[src/rtl/joy_poller_pkg.sv]
// Shared constants and FSM state encoding for the joypad poller.
package joy_poller_pkg;

   localparam logic [7:0] FS_SIG_P0 = 8'h08;
   localparam logic [7:0] FS_SIG_P1 = 8'h04;

   typedef enum logic [1:0] {
      ST_GAP    = 2'd0,
      ST_LATCH  = 2'd1,
      ST_SAMPLE = 2'd2,
      ST_CLK    = 2'd3
   } joy_state_e;

endpackage

[src/rtl/joy_port_shifter.sv]
// Console-side serial shifter for one joypad port: parallel load while the
// console strobes, shift on each falling edge of the port read clock.
module joy_port_shifter #(
   parameter int W = 24
) (
   input  logic         clock,
   input  logic         reset,
   input  logic         load,
   input  logic [W-1:0] load_val,
   input  logic         ser_clk,
   output logic         ser_out
);

   logic [W-1:0] shift;
   logic         last_clk;

   // Load has priority over a coincident falling edge; ones fill from the top.
   always_ff @(posedge clock) begin
      if (reset) begin
         shift    <= '0;
         last_clk <= 1'b0;
      end else begin
         last_clk <= ser_clk;
         if (load) begin
            shift <= load_val;
         end else if (last_clk && !ser_clk) begin
            shift <= {1'b1, shift[W-1:1]};
         end
      end
   end

   assign ser_out = shift[0];

endmodule

[src/rtl/joy_poller.sv]
// Polls serial joypads over a shared strobe/clock pair, publishes a tear-free
// snapshot, and serves it to the console's two joypad ports.
//
//  state     | meaning
//  ST_GAP    | idle between frames, strobe=0 clk=0 (POLL_GAP ticks)
//  ST_LATCH  | strobe high, pads latch buttons (2 ticks)
//  ST_SAMPLE | read pad_data into shadow bit k on the tick (1 tick)
//  ST_CLK    | pad clock high to advance pads to bit k+1 (1 tick)
module joy_poller
   import joy_poller_pkg::*;
#(
   parameter int NUM_PADS   = 4,
   parameter int PAD_BITS   = 8,
   parameter int TICK_DIV   = 128,
   parameter int POLL_GAP   = 1,
   parameter int FOUR_SCORE = 1
) (
   input  logic                         clock,
   input  logic                         reset,
   input  logic [NUM_PADS-1:0]          pad_data,
   output logic                         pad_strobe,
   output logic                         pad_clock,
   output logic [NUM_PADS*PAD_BITS-1:0] pad_state,
   output logic                         pad_valid,
   input  logic                         nes_strobe,
   input  logic [1:0]                   nes_clock,
   output logic [1:0]                   nes_data
);

   localparam int TICK_W = $clog2(TICK_DIV);
   localparam int BIT_W  = (PAD_BITS > 1) ? $clog2(PAD_BITS) : 1;
   localparam int SUB_W  = $clog2(POLL_GAP + 2);
   localparam int SER_W  = (FOUR_SCORE != 0) ? 24 : PAD_BITS;

   localparam logic [TICK_W-1:0] TICK_RELOAD = TICK_W'(TICK_DIV - 1);
   localparam logic [BIT_W-1:0]  LAST_BIT    = BIT_W'(PAD_BITS - 1);
   localparam logic [SUB_W-1:0]  GAP_RELOAD  = SUB_W'(POLL_GAP - 1);
   localparam logic [SUB_W-1:0]  LATCH_TICKS = SUB_W'(1);

   if (FOUR_SCORE != 0 && (NUM_PADS != 4 || PAD_BITS != 8)) begin : g_bad_four_score
      $error("joy_poller: FOUR_SCORE=1 needs NUM_PADS=4 and PAD_BITS=8");
   end
   if (TICK_DIV < 2 || POLL_GAP < 1) begin : g_bad_timing
      $error("joy_poller: TICK_DIV must be >= 2 and POLL_GAP >= 1");
   end

   logic [TICK_W-1:0]                  tick_cnt;
   logic                               tick;
   joy_state_e                         state;
   logic [SUB_W-1:0]                   sub_cnt;
   logic [BIT_W-1:0]                   bit_idx;
   logic [NUM_PADS-1:0][PAD_BITS-1:0]  shadow;
   logic [NUM_PADS-1:0][PAD_BITS-1:0]  shadow_upd;
   logic [SER_W-1:0]                   load_p0;
   logic [SER_W-1:0]                   load_p1;

   assign tick = (tick_cnt == '0);

   // Free-running divider: one tick every TICK_DIV cycles.
   always_ff @(posedge clock) begin
      if (reset) begin
         tick_cnt <= TICK_RELOAD;
      end else if (tick) begin
         tick_cnt <= TICK_RELOAD;
      end else begin
         tick_cnt <= tick_cnt - 1'b1;
      end
   end

   // Shadow with the current bit of every pad folded in (pads are active-low).
   always_comb begin
      shadow_upd = shadow;
      for (int n = 0; n < NUM_PADS; n++) begin
         shadow_upd[n][bit_idx] = ~pad_data[n];
      end
   end

   // Poll sequencer; strobe and clock are registered alongside the state.
   always_ff @(posedge clock) begin
      if (reset) begin
         state      <= ST_GAP;
         sub_cnt    <= GAP_RELOAD;
         bit_idx    <= '0;
         shadow     <= '0;
         pad_state  <= '0;
         pad_valid  <= 1'b0;
         pad_strobe <= 1'b0;
         pad_clock  <= 1'b0;
      end else begin
         pad_valid <= 1'b0;
         if (tick) begin
            case (state)
               ST_GAP: begin
                  if (sub_cnt == '0) begin
                     state      <= ST_LATCH;
                     sub_cnt    <= LATCH_TICKS;
                     pad_strobe <= 1'b1;
                  end else begin
                     sub_cnt <= sub_cnt - 1'b1;
                  end
               end
               ST_LATCH: begin
                  if (sub_cnt == '0) begin
                     state      <= ST_SAMPLE;
                     bit_idx    <= '0;
                     pad_strobe <= 1'b0;
                  end else begin
                     sub_cnt <= sub_cnt - 1'b1;
                  end
               end
               ST_SAMPLE: begin
                  shadow <= shadow_upd;
                  if (bit_idx == LAST_BIT) begin
                     pad_state <= shadow_upd;
                     pad_valid <= 1'b1;
                     state     <= ST_GAP;
                     sub_cnt   <= GAP_RELOAD;
                  end else begin
                     state     <= ST_CLK;
                     pad_clock <= 1'b1;
                  end
               end
               ST_CLK: begin
                  state     <= ST_SAMPLE;
                  bit_idx   <= bit_idx + 1'b1;
                  pad_clock <= 1'b0;
               end
               default: state <= ST_GAP;
            endcase
         end
      end
   end

   if (FOUR_SCORE != 0) begin : g_four_score
      assign load_p0 = {FS_SIG_P0, pad_state[23:16], pad_state[7:0]};
      assign load_p1 = {FS_SIG_P1, pad_state[31:24], pad_state[15:8]};
   end else begin : g_plain
      assign load_p0 = pad_state[PAD_BITS-1:0];
      if (NUM_PADS > 1) begin : g_pad1
         assign load_p1 = pad_state[PAD_BITS +: PAD_BITS];
      end else begin : g_no_pad1
         assign load_p1 = '0;
      end
   end

   joy_port_shifter #(.W(SER_W)) u_port0 (
      .clock    (clock),
      .reset    (reset),
      .load     (nes_strobe),
      .load_val (load_p0),
      .ser_clk  (nes_clock[0]),
      .ser_out  (nes_data[0])
   );

   joy_port_shifter #(.W(SER_W)) u_port1 (
      .clock    (clock),
      .reset    (reset),
      .load     (nes_strobe),
      .load_val (load_p1),
      .ser_clk  (nes_clock[1]),
      .ser_out  (nes_data[1])
   );

endmodule
[config.mk]
export PLATFORM = sky130hd
export DESIGN_NAME = joy_poller
export DESIGN_NICKNAME = d
export VERILOG_FILES = /design/src/rtl/joy_poller_pkg.sv /design/src/rtl/joy_port_shifter.sv /design/src/rtl/joy_poller.sv
export SDC_FILE = /design/constraint.sdc
export NUM_CORES = 1
export LEC_CHECK = 0
export ABC_AREA = 1
export CAP_MARGIN = 20
export CORE_UTILIZATION = 50
export CTS_BUF_LIST = sky130_fd_sc_hd__clkbuf_4 sky130_fd_sc_hd__clkbuf_8
export DETAILED_ROUTE_END_ITERATION = 7
export GPL_TIMING_DRIVEN = 0
export PLACE_DENSITY = 0.7
export SYNTH_ARGS = -nofsm -noshare
export SYNTH_HDL_FRONTEND = slang
export SYNTH_SLANG_ARGS = --single-unit
[constraint.sdc]
create_clock -name clock -period 1.8 [get_ports clock]
set_input_delay 0.27 -clock clock [delete_from_list [all_inputs] [get_ports clock]]
set_output_delay 0.27 -clock clock [all_outputs]
set_load 0.05 [all_outputs]
* After elaboration in Yosys (flattened, before gate mapping)
Index checks and enable logic that the tools add are counted.
** Word-level totals
- Memories kept :: 0
- Memory bits (read-only) :: 0
- Input port bits :: 9
- Bits in latches :: 0
- Memory bits (writable) :: 0
- Register bits :: 131
- Output and inout bits :: 37
** Cells by class
- Divide/modulo/power cells :: 0
- Bitwise gates (word level) :: 6
- Mux-type cells :: 26
- Shift-type cells :: 0
- Add/sub/neg operators :: 3
- Reductions and logical operators :: 24
- Multiply operators :: 0
- Magnitude comparators :: 2
- Equality and inequality tests :: 9
** Operator list (number)
- $mux W20 :: 2
- $mux W19 :: 2
- $bwmux W8 :: 4
- $mux W2 :: 6
- $reduce_and A3 Y1 :: 4
- $ne A2 B2 Y1 const B :: 5
- $reduce_bool A2 Y1 :: 5
- $pmux W2 S4 :: 1
- $reduce_and A4 Y1 :: 2
- $logic_not A7 Y1 :: 1
- $sub A7 B1 Y7 const B :: 1
- $not A1 Y1 :: 6
- $pmux W2 S3 :: 1
- $pmux W3 S2 :: 1
- $mux W1 :: 5
- $eq A2 B2 Y1 const B :: 2
- $logic_not A2 Y1 :: 2
- $lt A3 B4 Y1 const B :: 1
- $pmux W1 S2 :: 2
- $reduce_or A2 Y1 :: 2
- $add A3 B1 Y3 const B :: 1
- $demux W1 S3 :: 1
- $eq A3 B3 Y1 const B :: 1
- $ge A3 B1 Y1 const B :: 1
- 8 further kinds :: 11

* Depth between registers and ports, before layout
- Depth after elaboration :: 5
- Depth in mapped cells :: 10
- Mapped depth without buffers :: 9

* Modules after synthesis
A second synthesis with hierarchy kept.
** Unflattened totals
- Cell total of the unflattened synthesis :: 912
- Area total of the unflattened synthesis :: 6177.2 um^2
** Modules (own cells, without submodules)
- joy_poller :: instances 1, cells an instance 538, area an instance 3767.4 um^2
- joy_port_shifter :: instances 2, cells an instance 187, area an instance 1204.9 um^2

* Worst setup path after synthesis
OpenSTA, ideal clock, no wires.
- Path kind :: register -> register
- Start :: reg bit_idx[0]
- End :: reg state[0]
- Data required time :: 1.668 ns
- Arrival time :: 1.452 ns
- Cell stages (with the launch flop) :: 10
- Period minus slack after synthesis :: 1.585 ns
- Buffers on the path :: 1
- Path slack :: 0.215 ns
- Cells stage by stage :: dfxtp_1 ha_1 ha_1 buf_2 inv_1 nand2_1 inv_1 or2_2 nand2_1 a21oi_1
** Between the ends
- Longest elaborated chain between the ends :: 3
** Ends and longest elaborated chain
- from (decl) :: RTL line joy_poller.sv:51 : logic [BIT_W-1:0] bit_idx;
- from (signal assigned) :: RTL line joy_poller.sv:125 : bit_idx <= bit_idx + 1'b1;
- $eq A3 B3 Y1 :: RTL line joy_poller.sv:113 : if (bit_idx == LAST_BIT) begin
- $mux W2 :: RTL line joy_poller.sv:113
- $pmux W2 S4 :: RTL line joy_poller.sv:92 : case (state)
- to (signal assigned) :: RTL line joy_poller.sv:95 : state <= ST_LATCH;
- to (signal assigned) :: RTL line joy_poller.sv:116 : state <= ST_GAP;
- to (signal assigned) :: RTL line joy_poller.sv:119 : state <= ST_CLK;
- to (decl) :: RTL line joy_poller.sv:49 : joy_state_e state;
No other way between the ends.
A chain may end at the register's enable or synchronous reset.

* Worst setup path after layout
Same ends and word-level chain as after synthesis.

==> flow_summary.json <==
{
  "grt_antenna_before_repair": 0,
  "drive_above_1_share_pct": 8.97,
  "drtPass1Iterations": 6,
  "cell_internal_pwr_mw": 4.51,
  "critPathKind": "reg -> reg",
  "gp_congestion": 0.894,
  "endpoint_kind": "register",
  "ys_types": 29,
  "gr-usage-all-layers_pct": 26.4,
  "stdcell_count": 1054,
  "numCtsBuffers": 17,
  "syn2layout_area_growth_pct": 18.7,
  "final_util_pct": 62.2,
  "wire_per_inst_um": 14.1,
  "clkSlewWorstSetupHoldPaths_ns": 0.07,
  "ir_worst_vdd_v": 0.000692,
  "cts.root.buffer_cell": "clkbuf_8",
  "m1WireLength_um": 6660,
  "boundaryPins": 46,
  "htreeDepth": 4,
  "leakagePower_nw": 3.17,
  "route.detailed.drc": 0,
  "wl_met2_um": 6990,
  "cts_tree": "done",
  "met3_length_um": 861,
  "synth_cells": 832,
  "p_switching_mw": 1.22,
  "min_path_type": "in -> reg",
  "viasPerCell": 5.18,
  "relSlewSlack_pct": 53.6,
  "synth_seq_cells": 131,
  "syn_area_um2": 5780,
  "drt_wl_total_um": 14800,
  "status": "finished clean",
  "rsz0062_at_grt": "yes",
  "clockPowerShare_pct": 45.4,
  "io_buffers": 43,
  "floorplan.die_area_um2": 12000,
  "gr-total-overflow": 0,
  "antenna_cells": 0,
  "grt_pass1_wl_um": 23900,
  "seq_power_share_pct": 51.0,
  "p_sw_share_pct": 21.3,
  "skew_ns": 0.00705,
  "syn_area_per_cell_um2": 6.95,
  "post-route-period-util_pct": 94.0,
  "p_per_area_nw_per_um2": 835,
  "yosysWarnings": 0,
  "die_h_um": 110,
  "grt_pass1_vias": 5042,
  "placed_area_um2": 6380,
  "ant_nets": 0,
  "start_util_pct": 52.4,
  "rows": 38,
  "hold_violations": 0,
  "core-area_um2": 11000,
  "synth_nets": 853,
  "arrival_ns": 1.99,
  "tightest_slew_ns": 0.693,
  "clockBufferDepth": 2,
  "design_area_um2": 6860,
  "clock.fmax_mhz": 591,
  "startpoint_type": "register",
  "grt_max_degree": 17,
  "placedCellCount": 1015,
  "place.detailed.hpwl_um": 10800,
  "setup_violations": 0,
  "combPwrFrac_pct": 3.5,
  "clock_latency_ns": 0.44,
  "first_iter_violations": 401,
  "post-route-min-period_ns": 1.69,
  "drv_cap": 0,
  "seq_area_frac_synth_pct": 45.4,
  "slew_violations": 0,
  "nets": 922,
  "clock_sink_count": 131,
  "die_width_um": 110,
  "required_ns": 2.10,
  "power_mw": 5.73,
  "cp_max_fo": 10,
  "maxUsedRoutingLayer": "met4",
  "via_count": 5456
}
## worst paths after layout
kind | endpoint | from | slack, ns | cells past startpoint
setup / recovery | state[0] | bit_idx[0] | 0.11 | 9
hold / removal | u_port0.shift[21] | nes_strobe | 0.27 | 4
hold reg to reg | tick_cnt[0] | tick_cnt[0] | 0.39 | 1
setup reg to reg | state[0] | bit_idx[0] | 0.11 | 9
## state kept, by name (all words and copies together) (netlist names), 2 cells and up
name / flops
state: 2
u_port1.shift: 24
u_port0.shift: 24
bit_idx: 3
shadow: 32
sub_cnt: 2
tick_cnt: 7
pad_state: 32
## synth_stat cells, drive strengths merged
| library cell | instances | share of area [%] |
|---|---|---|
| a211oi | 1 | 0.13 |
| a21oi | 36 | 3.1 |
| a31oi | 2 | 0.22 |
| buf | 28 | 2.8 |
| clkbuf | 11 | 0.71 |
| clkinv | 2 | 0.13 |
| dfxtp | 131 | 45 |
| ha | 12 | 2.6 |
| inv | 78 | 5.1 |
| nand2 | 293 | 19 |
| nand3 | 79 | 7.1 |
| nand3b | 2 | 0.26 |
| nand4 | 9 | 0.97 |
| nor2 | 85 | 6.2 |
| nor3 | 1 | 0.087 |
| o211ai | 14 | 1.8 |
| o21ai | 43 | 3.7 |
| or2 | 2 | 0.22 |
| xor2 | 3 | 0.45 |
## cells in the final DEF (no fill, tap or decap), drive strengths merged
| cell type | netlist | final |
|---|---|---|
| nand2 | 293 | 293 |
| dfxtp | 131 | 131 |
| nor2 | 85 | 86 |
| nand3 | 79 | 79 |
| inv | 78 | 77 |
| o21ai | 43 | 43 |
| clkbuf | 11 | 40 |
| dlygate4sd2 | 0 | 37 |
| a21oi | 36 | 36 |
| buf | 28 | 34 |
| o211ai | 14 | 14 |
| ha | 12 | 12 |
| nand4 | 9 | 9 |
| clkdlybuf4s50 | 0 | 6 |
| xor2 | 3 | 3 |
| clkinv | 2 | 3 |
| or2 | 2 | 2 |
| nand3b | 2 | 2 |
| a31oi | 2 | 2 |
| bufinv | 0 | 2 |
| a211oi | 1 | 1 |
| clkinvlp | 0 | 1 |
| nor3 | 1 | 1 |
## stage by stage
stage          hold WS [ns]  TNS [ns]  setup slack [ns]
2_1_floorplan         0.366         0             0.215
3_3_place_gp          0.376     -3.32            -0.213
3_5_place_dp          0.380     -4.15            -0.226
4_1_cts               0.246         0            0.0227
5_1_grt               0.277   -0.0425           -0.0122
6_report              0.265         0             0.108
## critical path: stages (launching register included)
cell        delay (ns)
dfxtp_1           0.36
ha_1              0.16
ha_2              0.21
buf_6             0.15
clkinvlp_4        0.10
nand2_1           0.10
inv_1             0.06
or2_2             0.26
nand2_1           0.07
a21oi_1           0.06
## kinds of logic (layout without fill, tap and decap cells)
kind of cell               after synthesis  in the layout  synth area share [%]
buffers and inverters                  119            200                  8.70
xor gates and xnor gates                 3              3                 0.455
adders and majority gates               12             12                  2.60
DFF                                    131            131                  45.4
and+or+nand+nor                        471            472                  33.9
AOI/OAI and AO/OA                       96             96                  9.01
## routing by layer
metal  vias up  GRT usage [%]
li1       2776              -
met1      2505           31.3
met2       152           45.1
met3        23           8.48
met4         0           8.95
met5         -              0
## area by class of cell
cell class / count / area (µm²)
fillers: 1021 / 4170
clock inverters: 3 / 65.1
repair buffers: 49 / 429
well taps: 140 / 175
clock buffers: 29 / 362
multi-input cells: 583 / 2690
inverters: 80 / 304
flip-flops and latches: 131 / 2620
plain buffers: 39 / 215
## power groups by stage
stage | Clock [mW] | Combinational (mW) | Sequential [mW]
6_report | 2.60 | 0.202 | 2.92
5_1_grt | 2.78 | 0.225 | 2.92
4_1_cts | 2.64 | 0.201 | 2.92
3_5_place_dp | 0 | 0.200 | 2.99
3_3_place_gp | 0 | 0.197 | 2.99
2_1_floorplan | 0 | 0.122 | 2.99
## timing repair
item / in CTS / in global routing
setup endpoints to repair: 71 / 45
resized for setup: 43 / 7
setup buffers: 1 / 5
pin swaps: 1 / 3
hold buffers: 0 / 0
gates cloned: 0 / 1
No activity file was read; power rests on OpenSTA's default activity.
